### src/rtl/motor_ramp_scheduler_pkg.sv
// Shared duty width, duty ceiling, channel state encodings and helpers for the
// motor ramp scheduler.
`ifndef DUTY_CYCLE_SIZE
`define DUTY_CYCLE_SIZE 10
`endif
`ifndef MAX_DC
`define MAX_DC 1000
`endif
`ifndef ST_OFF
`define ST_OFF 2'd0
`endif
`ifndef ST_RAMP
`define ST_RAMP 2'd1
`endif
`ifndef ST_RUN
`define ST_RUN 2'd2
`endif
`ifndef ST_BRAKE
`define ST_BRAKE 2'd3
`endif

package motor_ramp_scheduler_pkg;

    localparam int unsigned DUTY_W   = `DUTY_CYCLE_SIZE;
    localparam int unsigned MAX_DUTY = `MAX_DC;

    typedef enum logic [1:0] {
        CH_OFF   = `ST_OFF,
        CH_RAMP  = `ST_RAMP,
        CH_RUN   = `ST_RUN,
        CH_BRAKE = `ST_BRAKE
    } ch_state_e;

    // Direction and duty pair, used for per-channel targets
    typedef struct packed {
        logic              dir;
        logic [DUTY_W-1:0] duty;
    } ch_set_t;

    // Limit a requested duty to the ceiling
    function automatic logic [DUTY_W-1:0] clamp_duty(input logic [DUTY_W-1:0] d);
        return (d > DUTY_W'(MAX_DUTY)) ? DUTY_W'(MAX_DUTY) : d;
    endfunction

endpackage

### src/rtl/motor_ramp_scheduler_ramp_tick_gen.sv
// Ramp sweep timer: a free-running tick counter that launches one sweep of
// consecutive channel slots every PERIOD cycles.
module ramp_tick_gen #(
    parameter int unsigned NUM_SLOTS = 6,
    parameter int unsigned IDX_W     = 3,
    parameter int unsigned PERIOD    = 50000
) (
    input  logic             clk,
    input  logic             reset_n,
    output logic             slot_valid,
    output logic [IDX_W-1:0] slot_idx
);

    localparam int unsigned CNT_W = (PERIOD > 1) ? $clog2(PERIOD) : 1;

    logic [CNT_W-1:0] tick;
    logic             wrap_c;

    assign wrap_c = (tick == CNT_W'(PERIOD - 1));

    // Tick counter 0..PERIOD-1
    always_ff @(posedge clk or negedge reset_n) begin
        if (!reset_n) begin
            tick <= '0;
        end else if (wrap_c) begin
            tick <= '0;
        end else begin
            tick <= tick + CNT_W'(1);
        end
    end

    // Slot sequencer: slots 0..NUM_SLOTS-1 on the cycles following a wrap
    always_ff @(posedge clk or negedge reset_n) begin
        if (!reset_n) begin
            slot_valid <= 1'b0;
            slot_idx   <= '0;
        end else if (wrap_c) begin
            slot_valid <= 1'b1;
            slot_idx   <= '0;
        end else if (slot_valid) begin
            if (slot_idx == IDX_W'(NUM_SLOTS - 1)) begin
                slot_valid <= 1'b0;
            end else begin
                slot_idx <= slot_idx + IDX_W'(1);
            end
        end
    end

endmodule

### src/rtl/motor_ramp_scheduler.sv
// Multi-channel motor ramp scheduler: slew-limits each channel's duty toward
// its commanded target and brakes to zero before any direction reversal.
// Optional command watchdog: define MOTOR_RAMP_WATCHDOG_EN.
module motor_ramp_scheduler
    import motor_ramp_scheduler_pkg::*;
#(
    parameter int unsigned NUM_MOTORS      = 6,
    parameter int unsigned MOTOR_IDX_W     = 3,
    parameter int unsigned RAMP_PERIOD     = 50000,
    parameter int unsigned RAMP_STEP       = 8,
    parameter int unsigned WATCHDOG_CYCLES = 5000000
) (
    input  logic                         clk,
    input  logic                         reset_n,
    input  logic                         cmd_valid,
    output logic                         cmd_ready,
    input  logic [MOTOR_IDX_W-1:0]       cmd_motor,
    input  logic                         cmd_dir,
    input  logic                         cmd_on,
    input  logic [DUTY_W-1:0]            cmd_duty,
    output logic                         cmd_err,
    input  logic                         estop,
    output logic [NUM_MOTORS-1:0]        dir_out,
    output logic [NUM_MOTORS-1:0]        on_out,
    output logic [NUM_MOTORS*DUTY_W-1:0] duty_out,
    output logic [NUM_MOTORS-1:0]        busy
);

    localparam int unsigned DW     = DUTY_W;
    localparam int unsigned SW     = DUTY_W + 1;
    localparam int unsigned CMP_W  = MOTOR_IDX_W + 1;

    // Reject configurations the sweep cannot serve
    if (NUM_MOTORS < 1 || NUM_MOTORS > 8 || RAMP_PERIOD < NUM_MOTORS + 1 ||
        WATCHDOG_CYCLES < 1) begin : g_cfg_check
        $error("motor_ramp_scheduler: unsupported parameter set");
    end

    logic                   slot_valid;
    logic [MOTOR_IDX_W-1:0] slot_idx;
    logic                   cmd_fire;
    logic                   wd_trip;

    ch_state_e              st_q       [NUM_MOTORS];
    ch_state_e              st_d       [NUM_MOTORS];
    logic [DW-1:0]          cur_duty_q [NUM_MOTORS];
    logic [DW-1:0]          cur_duty_d [NUM_MOTORS];
    logic                   cur_dir_q  [NUM_MOTORS];
    logic                   cur_dir_d  [NUM_MOTORS];
    ch_set_t                tgt_q      [NUM_MOTORS];
    ch_set_t                tgt_d      [NUM_MOTORS];

    assign cmd_fire = cmd_valid && cmd_ready;

    // One step up toward tgt, never past it
    function automatic logic [DW-1:0] step_up(input logic [DW-1:0] cur,
                                              input logic [DW-1:0] tgt);
        logic [SW-1:0] sum;
        sum = {1'b0, cur} + SW'(RAMP_STEP);
        return (sum >= {1'b0, tgt}) ? tgt : sum[DW-1:0];
    endfunction

    // One step down toward tgt, never below it (and never below zero)
    function automatic logic [DW-1:0] step_down(input logic [DW-1:0] cur,
                                                input logic [DW-1:0] tgt);
        logic [SW-1:0] diff;
        diff = {1'b0, cur} - SW'(RAMP_STEP);
        return (diff[DW] || (diff <= {1'b0, tgt})) ? tgt : diff[DW-1:0];
    endfunction

    ramp_tick_gen #(
        .NUM_SLOTS (NUM_MOTORS),
        .IDX_W     (MOTOR_IDX_W),
        .PERIOD    (RAMP_PERIOD)
    ) u_tick_gen (
        .clk        (clk),
        .reset_n    (reset_n),
        .slot_valid (slot_valid),
        .slot_idx   (slot_idx)
    );

`ifdef MOTOR_RAMP_WATCHDOG_EN
    localparam int unsigned WD_W = $clog2(WATCHDOG_CYCLES + 1);

    logic [WD_W-1:0] wd_cnt;

    // Command-silence counter; saturates once the limit is reached
    always_ff @(posedge clk or negedge reset_n) begin
        if (!reset_n) begin
            wd_cnt <= '0;
        end else if (cmd_fire) begin
            wd_cnt <= '0;
        end else if (wd_cnt != WD_W'(WATCHDOG_CYCLES)) begin
            wd_cnt <= wd_cnt + WD_W'(1);
        end
    end

    assign wd_trip = !cmd_fire && (wd_cnt == WD_W'(WATCHDOG_CYCLES - 1));
`else
    assign wd_trip = 1'b0;
`endif

    // Channel state, target and output registers
    always_ff @(posedge clk or negedge reset_n) begin
        if (!reset_n) begin
            for (int i = 0; i < NUM_MOTORS; i++) begin
                st_q[i]       <= CH_OFF;
                cur_duty_q[i] <= '0;
                cur_dir_q[i]  <= 1'b0;
                tgt_q[i]      <= '0;
            end
            on_out    <= '0;
            busy      <= '0;
            cmd_ready <= 1'b0;
            cmd_err   <= 1'b0;
        end else begin
            for (int i = 0; i < NUM_MOTORS; i++) begin
                st_q[i]       <= st_d[i];
                cur_duty_q[i] <= cur_duty_d[i];
                cur_dir_q[i]  <= cur_dir_d[i];
                tgt_q[i]      <= tgt_d[i];
                on_out[i]     <= (cur_duty_d[i] != '0);
                busy[i]       <= (st_d[i] == CH_RAMP) || (st_d[i] == CH_BRAKE);
            end
            cmd_ready <= !estop;
            cmd_err   <= cmd_fire && ({1'b0, cmd_motor} >= CMP_W'(NUM_MOTORS));
        end
    end

    // Next-state: estop override, slot ramp rules on old target, then target updates
    always_comb begin
        for (int i = 0; i < NUM_MOTORS; i++) begin
            st_d[i]       = st_q[i];
            cur_duty_d[i] = cur_duty_q[i];
            cur_dir_d[i]  = cur_dir_q[i];
            tgt_d[i]      = tgt_q[i];
        end

        if (estop) begin
            for (int i = 0; i < NUM_MOTORS; i++) begin
                st_d[i]       = CH_OFF;
                cur_duty_d[i] = '0;
                tgt_d[i].duty = '0;
            end
        end else begin
            for (int i = 0; i < NUM_MOTORS; i++) begin
                if (slot_valid && (slot_idx == MOTOR_IDX_W'(i))) begin
                    if ((tgt_q[i].duty == '0) || (tgt_q[i].dir != cur_dir_q[i])) begin
                        if (cur_duty_q[i] != '0) begin
                            cur_duty_d[i] = step_down(cur_duty_q[i], '0);
                            st_d[i]       = CH_BRAKE;
                        end else begin
                            cur_dir_d[i] = tgt_q[i].dir;
                            st_d[i]      = (tgt_q[i].duty == '0) ? CH_OFF : CH_RAMP;
                        end
                    end else begin
                        if (cur_duty_q[i] < tgt_q[i].duty) begin
                            cur_duty_d[i] = step_up(cur_duty_q[i], tgt_q[i].duty);
                        end else if (cur_duty_q[i] > tgt_q[i].duty) begin
                            cur_duty_d[i] = step_down(cur_duty_q[i], tgt_q[i].duty);
                        end
                        st_d[i] = (cur_duty_d[i] == tgt_q[i].duty) ? CH_RUN : CH_RAMP;
                    end
                end
            end

            if (wd_trip) begin
                for (int i = 0; i < NUM_MOTORS; i++) begin
                    tgt_d[i].duty = '0;
                end
            end

            for (int i = 0; i < NUM_MOTORS; i++) begin
                if (cmd_fire && (cmd_motor == MOTOR_IDX_W'(i))) begin
                    tgt_d[i].dir  = cmd_dir;
                    tgt_d[i].duty = cmd_on ? clamp_duty(cmd_duty) : '0;
                end
            end
        end
    end

    // Pack per-channel direction and duty onto the output buses
    always_comb begin
        dir_out  = '0;
        duty_out = '0;
        for (int i = 0; i < NUM_MOTORS; i++) begin
            dir_out[i]            = cur_dir_q[i];
            duty_out[i*DW +: DW]  = cur_duty_q[i];
        end
    end

endmodule

### config.mk
export PLATFORM = sky130hd
export DESIGN_NAME = motor_ramp_scheduler
export DESIGN_NICKNAME = d
export VERILOG_FILES = /design/src/rtl/motor_ramp_scheduler_pkg.sv /design/src/rtl/motor_ramp_scheduler_ramp_tick_gen.sv /design/src/rtl/motor_ramp_scheduler.sv
export SDC_FILE = /design/constraint.sdc
export NUM_CORES = 1
export LEC_CHECK = 0
export CORE_ASPECT_RATIO = 1.4
export CORE_MARGIN = 8
export CORE_UTILIZATION = 40
export DETAILED_ROUTE_END_ITERATION = 12
export MAX_ROUTING_LAYER = met4
export PLACE_DENSITY = 0.53
export SYNTH_ARGS = -nofsm -noshare
export SYNTH_HDL_FRONTEND = slang
export SYNTH_SLANG_ARGS = --single-unit
export TNS_END_PERCENT = 20
### constraint.sdc
create_clock -name clk -period 11.9 [get_ports clk]
set_input_delay 1.19 -clock clk [delete_from_list [all_inputs] [get_ports clk]]
set_output_delay 1.19 -clock clk [all_outputs]
set_load 0.02 [all_outputs]
[Word level (Yosys, flattened, before mapping)]
Index checks and enable logic that the tools add are counted.
Word-level totals
  register bits after elaboration: 178
  output and inout port bits: 80
  input port bits: 19
  logic and storage cells: 324
Operators by class
  bitwise operators: 7
  equal/unequal tests: 36
  add/subtract/negate cells: 14
  magnitude comparators: 32
  reductions and logical operators: 79
  muxes and demuxes: 119
Operator list (number)
  $mux 10: 80
  $reduce_bool 10->1: 12
  $add 10x4->11 const B: 6
  $ge 11x10->1: 6
  $le 11x1->1 const B: 6
  $le 11x10->1: 6
  $sub 10x4->11 const B: 6
  $eq 10x10->1: 6
  $gt 10x10->1: 6
  $logic_not 10->1: 6
  $lt 10x10->1: 6
  $mux 60: 1
  $mux 2: 24
  $logic_or 1x1->1: 24
  $reduce_and 4->1: 6
  $add 16x1->16 const B: 1
  $eq 16x16->1 const B: 1
  $mux 16: 1
  $logic_and 1x1->1: 14
  $reduce_and 2->1: 7
  $reduce_bool 2->1: 7
  $eq 2x1->1 const B: 6
  $eq 2x2->1 const B: 6
  $eq 3x2->1 const B: 4
  other kinds (13): 39

[Longest topological paths before layout]
  depth after elaboration: 16
  mapped depth: 19
  mapped depth without buffers: 16

[Modules after synthesis]
Synthesis repeated with hierarchy kept, for this count alone.
Second synthesis, totals
  cells, all modules: 2199
  area, all modules: 17151.4 µm²
Modules (own cells, without submodules)
  motor_ramp_scheduler: sequential area each 3778.6 µm², area each 16221.8 µm², times used 1, cells each 2115
  ramp_tick_gen: sequential area each 500.5 µm², area each 929.6 µm², times used 1, cells each 84

[Worst setup path before layout]
No wires, ideal clock.
  path kind: reg-to-reg
  start: register cur_duty_q, in the netlist duty_out[33]
  end: register busy[3]
  library setup time: 78 ps
  clock period less this slack: 4101 ps
  path slack: 7799 ps
  arrival: 4023 ps
  data required time: 11822 ps
  stages on the path, launching flop included: 19
  buffers on the path: 3
  cell sequence: dfrtp_1 -> clkbuf_1 -> inv_1 -> ha_1 -> clkbuf_1 -> nor3b_1 -> xnor2_1 -> inv_1 -> ha_1 -> nand3_1 -> or3_1 -> o22ai_1 -> o21ai_1 -> buf_2 -> or4_1 -> o211ai_1 -> a2111oi_0 -> or3_1 -> a21oi_1
Between the ends
  cells in the longest elaborated chain, start to end: 16
  elaborated cells between the ends (all ways): 24
  those cells by class: add/sub (2); order compare (4); eq/ne (3); mux (12); reduce/logical (3)
RTL lines
  from (decl): line motor_ramp_scheduler.sv:46  | logic [DW-1:0] cur_duty_q [NUM_MOTORS];
  from (signal, indexed assignment): line motor_ramp_scheduler.sv:119  | cur_duty_q[i] <= cur_duty_d[i];
  $sub 10x4->11: line motor_ramp_scheduler.sv:67  | diff = {1'b0, cur} - SW'(RAMP_STEP);
  $le 11x10->1: line motor_ramp_scheduler.sv:68  | return (diff[DW] || (diff <= {1'b0, tgt})) ? tgt : diff[DW-1:0];
  $logic_or 1x1->1: line motor_ramp_scheduler.sv:68
  $mux 10: line motor_ramp_scheduler.sv:68
  $mux 10: line motor_ramp_scheduler.sv:159  | end else if (cur_duty_q[i] > tgt_q[i].duty) begin
  $mux 10: line motor_ramp_scheduler.sv:157  | if (cur_duty_q[i] < tgt_q[i].duty) begin
  $mux 10: line motor_ramp_scheduler.sv:148  | if ((tgt_q[i].duty == '0) || (tgt_q[i].dir != cur_dir_q[i])) begin
  $mux 10: line motor_ramp_scheduler.sv:147  | if (slot_valid && (slot_idx == MOTOR_IDX_W'(i))) begin
  $mux 10: line motor_ramp_scheduler.sv:139  | if (estop) begin
  $eq 10x10->1: line motor_ramp_scheduler.sv:162  | st_d[i] = (cur_duty_d[i] == tgt_q[i].duty) ? CH_RUN : CH_RAMP;
  $mux 2: line motor_ramp_scheduler.sv:162
  $mux 2 *: line motor_ramp_scheduler.sv:148
  $mux 2 *: line motor_ramp_scheduler.sv:147
  $mux 12 *: line motor_ramp_scheduler.sv:139
  $eq 2x1->1 / $eq 2x2->1 (equally long branches): line motor_ramp_scheduler.sv:123  | busy[i] <= (st_d[i] == CH_RAMP) || (st_d[i] == CH_BRAKE);
  $logic_or 1x1->1 *: line motor_ramp_scheduler.sv:123
  to (signal, indexed assignment): line motor_ramp_scheduler.sv:123
  to (decl): line motor_ramp_scheduler.sv:26  | output logic [NUM_MOTORS-1:0] busy
Mark *: on every way between the ends. The rest lies on a longest branch, timed or not. The select of a mux whose other input is x is not followed.
A chain may end at the register's enable or synchronous reset.

==> metrics.txt <==
CTS Root Cell clkbuf_16; number of CTS-inserted buffers 17; commonest cells after routing, fill and taps aside nor2_1, dfrtp_1, nand2_1; post-route clock period utilization 43.24%; post-route minimum period 5.145 ns; Netlist cell types 90; worst skew pair latency 0.45 ns; routed vias/inst 6.436; FFs w/ async S/R, synth 100.0%; chip width 192.2 µm; outcome finished, final reports clean; vias in the first global route 17,811; WP data arrival 5.42 ns; total track usage 26.81%; CTS tree yes; number of synthesized register bits 171; ys flop type dfrtp_1; peak supply drop 0.08407 mV; area leader, netlist dfrtp_1; initial antenna violation count 2; Mean Syn Cell Area 7.806 µm²; post-synthesis sequential area ratio 24.61%; CTS max path bufs 2; Worst-path clk slew 0.08 ns; Final Util 44.92%; global route overflow 0; final setup fails 0; worst-path maximum fanout 11; final hold slack 0.5061 ns; Detailed Route Iter0 Violations 1,701; Max-Cap Viols 0; die area 0.05048 mm²; pwr/cell area 73.76 mW/mm²; antenna viol nets, final 0; Starting Density 40.41%; Bufs and invs on worst path 2; Slew Limit Headroom 25.01%; area of the core 0.04302 mm²; Post-Syn Area 0.01738 mm²; Placer Congestion 0.9838; Routed WL per cell 23.98 µm; port bufs 98; crit path cell chain inv_1 -> ha_1 -> nand2b_1 -> or4_1 -> xor2_1 -> inv_1 -> ha_1 -> nand3_1 -> nor4_1 -> a21oi_1 -> o21ai_1 -> nor3_1 -> a211oi_1 -> o32ai_1 -> a2111oi_0 -> nand4bb_1; Worst path slowest cell a2111oi_0; H-tree depth 4; # resized after CTS 0; Area Overhead vs Synth 11.14%; HPWL after DPL 50,560 µm; die height 262.7 µm; fmax 194.4 MHz; Post-CTS Setup Bufs 0; worst hold-check path type reg2reg; top cells by area, synth dfrtp_1, ha_1, nor2_1, a21oi_1, o21ai_0; Synth Instances 2,227; first-pass GRT wire length 105,000 µm; warning count from the yosys run 0; Fin. Hold Viols 0; crit end category flip-flop; syn nets 2,402; via count 18,022; setup tns final 0 ns; crit-path max cell delay 0.98 ns; NumNets Final 2,408; # IOs 99; Rows 90; CTS sink count 171; # fillers 4,371; RSZ-0062 raised after global routing false; Post-CTS Hold Buffers 0; CP Class reg2reg; Layout Skew 0.01379 ns; most common cell after layout, fill and taps aside nor2_1; post-synth top area share 24.61%; crit path launch type flip-flop; Final Power 1.425 mW; actual slew at the worst max-slew pin 1.096 ns; pins over their slew limit 0; Total Wirelength 67,150 µm; EDFF count, synth 0; WP data required 12.17 ns; Post-Layout Cell Count 2,800; pin count of the biggest net entering global routing 103; ratio of cells with drive above 1 in the final layout 5.387%; Pre-Repair DR Iteration Count 5; family with the most delay on the worst path compound AO/OA/AOI/OAI gates; DRC violations left 0; Pleak 7.954 nW; DP Cell Count 2,766
==> cells by family (layout without fill, tap and decap cells) <==
logic type / Yosys count / count (layout) / synth area share [%]
buf+inv: 241 / 260 / 5.319
other cells: 0 / 2 / 0
flops: 171 / 171 / 24.61
xor+xnor: 126 / 126 / 6.348
compound gates: 686 / 686 / 26.73
fa+ha+maj: 156 / 156 / 11.23
simple gates: 796 / 796 / 22.66
mux: 51 / 51 / 3.095
==> cell usage after synthesis, drive strengths merged, types with 21 or more instances <==
cell type and n:
inv 107, o211ai 21, nor2 212, and3 32
a211oi 42, nand3 116, xor2 49, nand4 27
a21o 34, clkbuf 114, nand2 166, xnor2 77
mux2 22, nor3 65, dfrtp 171, nor2b 21
or3 25, a31oi 38, ha 156, and2 25
nor4 31, a21oi 150, mux2i 29, o21ai 155
==> state kept, by name, indices dropped and copies added (netlist names) <==
signal                 flops
st_q                       6
u_tick_gen.slot_valid      1
on_out                     6
u_tick_gen.tick           16
dir_out                    6
duty_out                  60
u_tick_gen.slot_idx        3
tgt_q                     66
cmd_err                    1
busy                       5
cmd_ready                  1
==> where the power goes <==
group / switching, mW / internal [mW]
clock: 0.269 / 0.326
sequential: 0.0102 / 0.587
combinational: 0.158 / 0.0742
==> worst reg2reg max path: stages (launching register included) <==
cell and delay, ns:
dfrtp_1 0.51, inv_1 0.22, ha_1 0.37, nand2b_1 0.11, or4_1 0.42, xor2_1 0.31, inv_1 0.13, ha_1 0.32
nand3_1 0.13, nor4_1 0.30, a21oi_1 0.11, o21ai_1 0.37, nor3_1 0.14, a211oi_1 0.24, o32ai_1 0.13, a2111oi_0 0.98
nand4bb_1 0.17
==> cell type report <==
class	count	area [µm²]	share of cell area, %
Clock inverter	13	152.6	0.7901
Clock buffer	19	452.9	2.344
Sequential cell	171	4279	22.15
Tap cell	552	690.7	3.575
Multi-Input combinational cell	1815	12190	63.10
Inverter	109	409.1	2.118
Timing Repair Buffer	119	1140	5.899
Antenna cell	2	5.005	0.02590
==> metrics by stage <==
step	area (µm²)	setup WS, ns
after floorplan	17380	7.799
after global placement	18710	6.960
after detailed placement	18710	6.878
after CTS	19320	6.867
after global routing	19320	6.434
final	19320	6.755
==> layer usage <==
layer / vias up / global-route usage [%] / routed length (µm)
li1: 8340 / - / -
met5: - / - / 0
met1: 8766 / 31.43 / 27180
met2: 717 / 44.87 / 33250
met4: 0 / 12.52 / 3350
met3: 199 / 3.332 / 3371
==> worst paths after layout <==
path                                    start            endpoint  slack [ns]  cells past startpoint
max                              duty_out[53]           on_out[5]        6.75                     16
min                        u_tick_gen.tick[0]  u_tick_gen.tick[0]        0.51                      1
max reg2reg                      duty_out[53]           on_out[5]        6.75                     16
min reg2reg                u_tick_gen.tick[0]  u_tick_gen.tick[0]        0.51                      1
max in group asynchronous             reset_n           tgt_q[44]        9.62                      2
min in group asynchronous             reset_n        duty_out[38]        0.80                      1
Power figures use the tool's default switching activity.
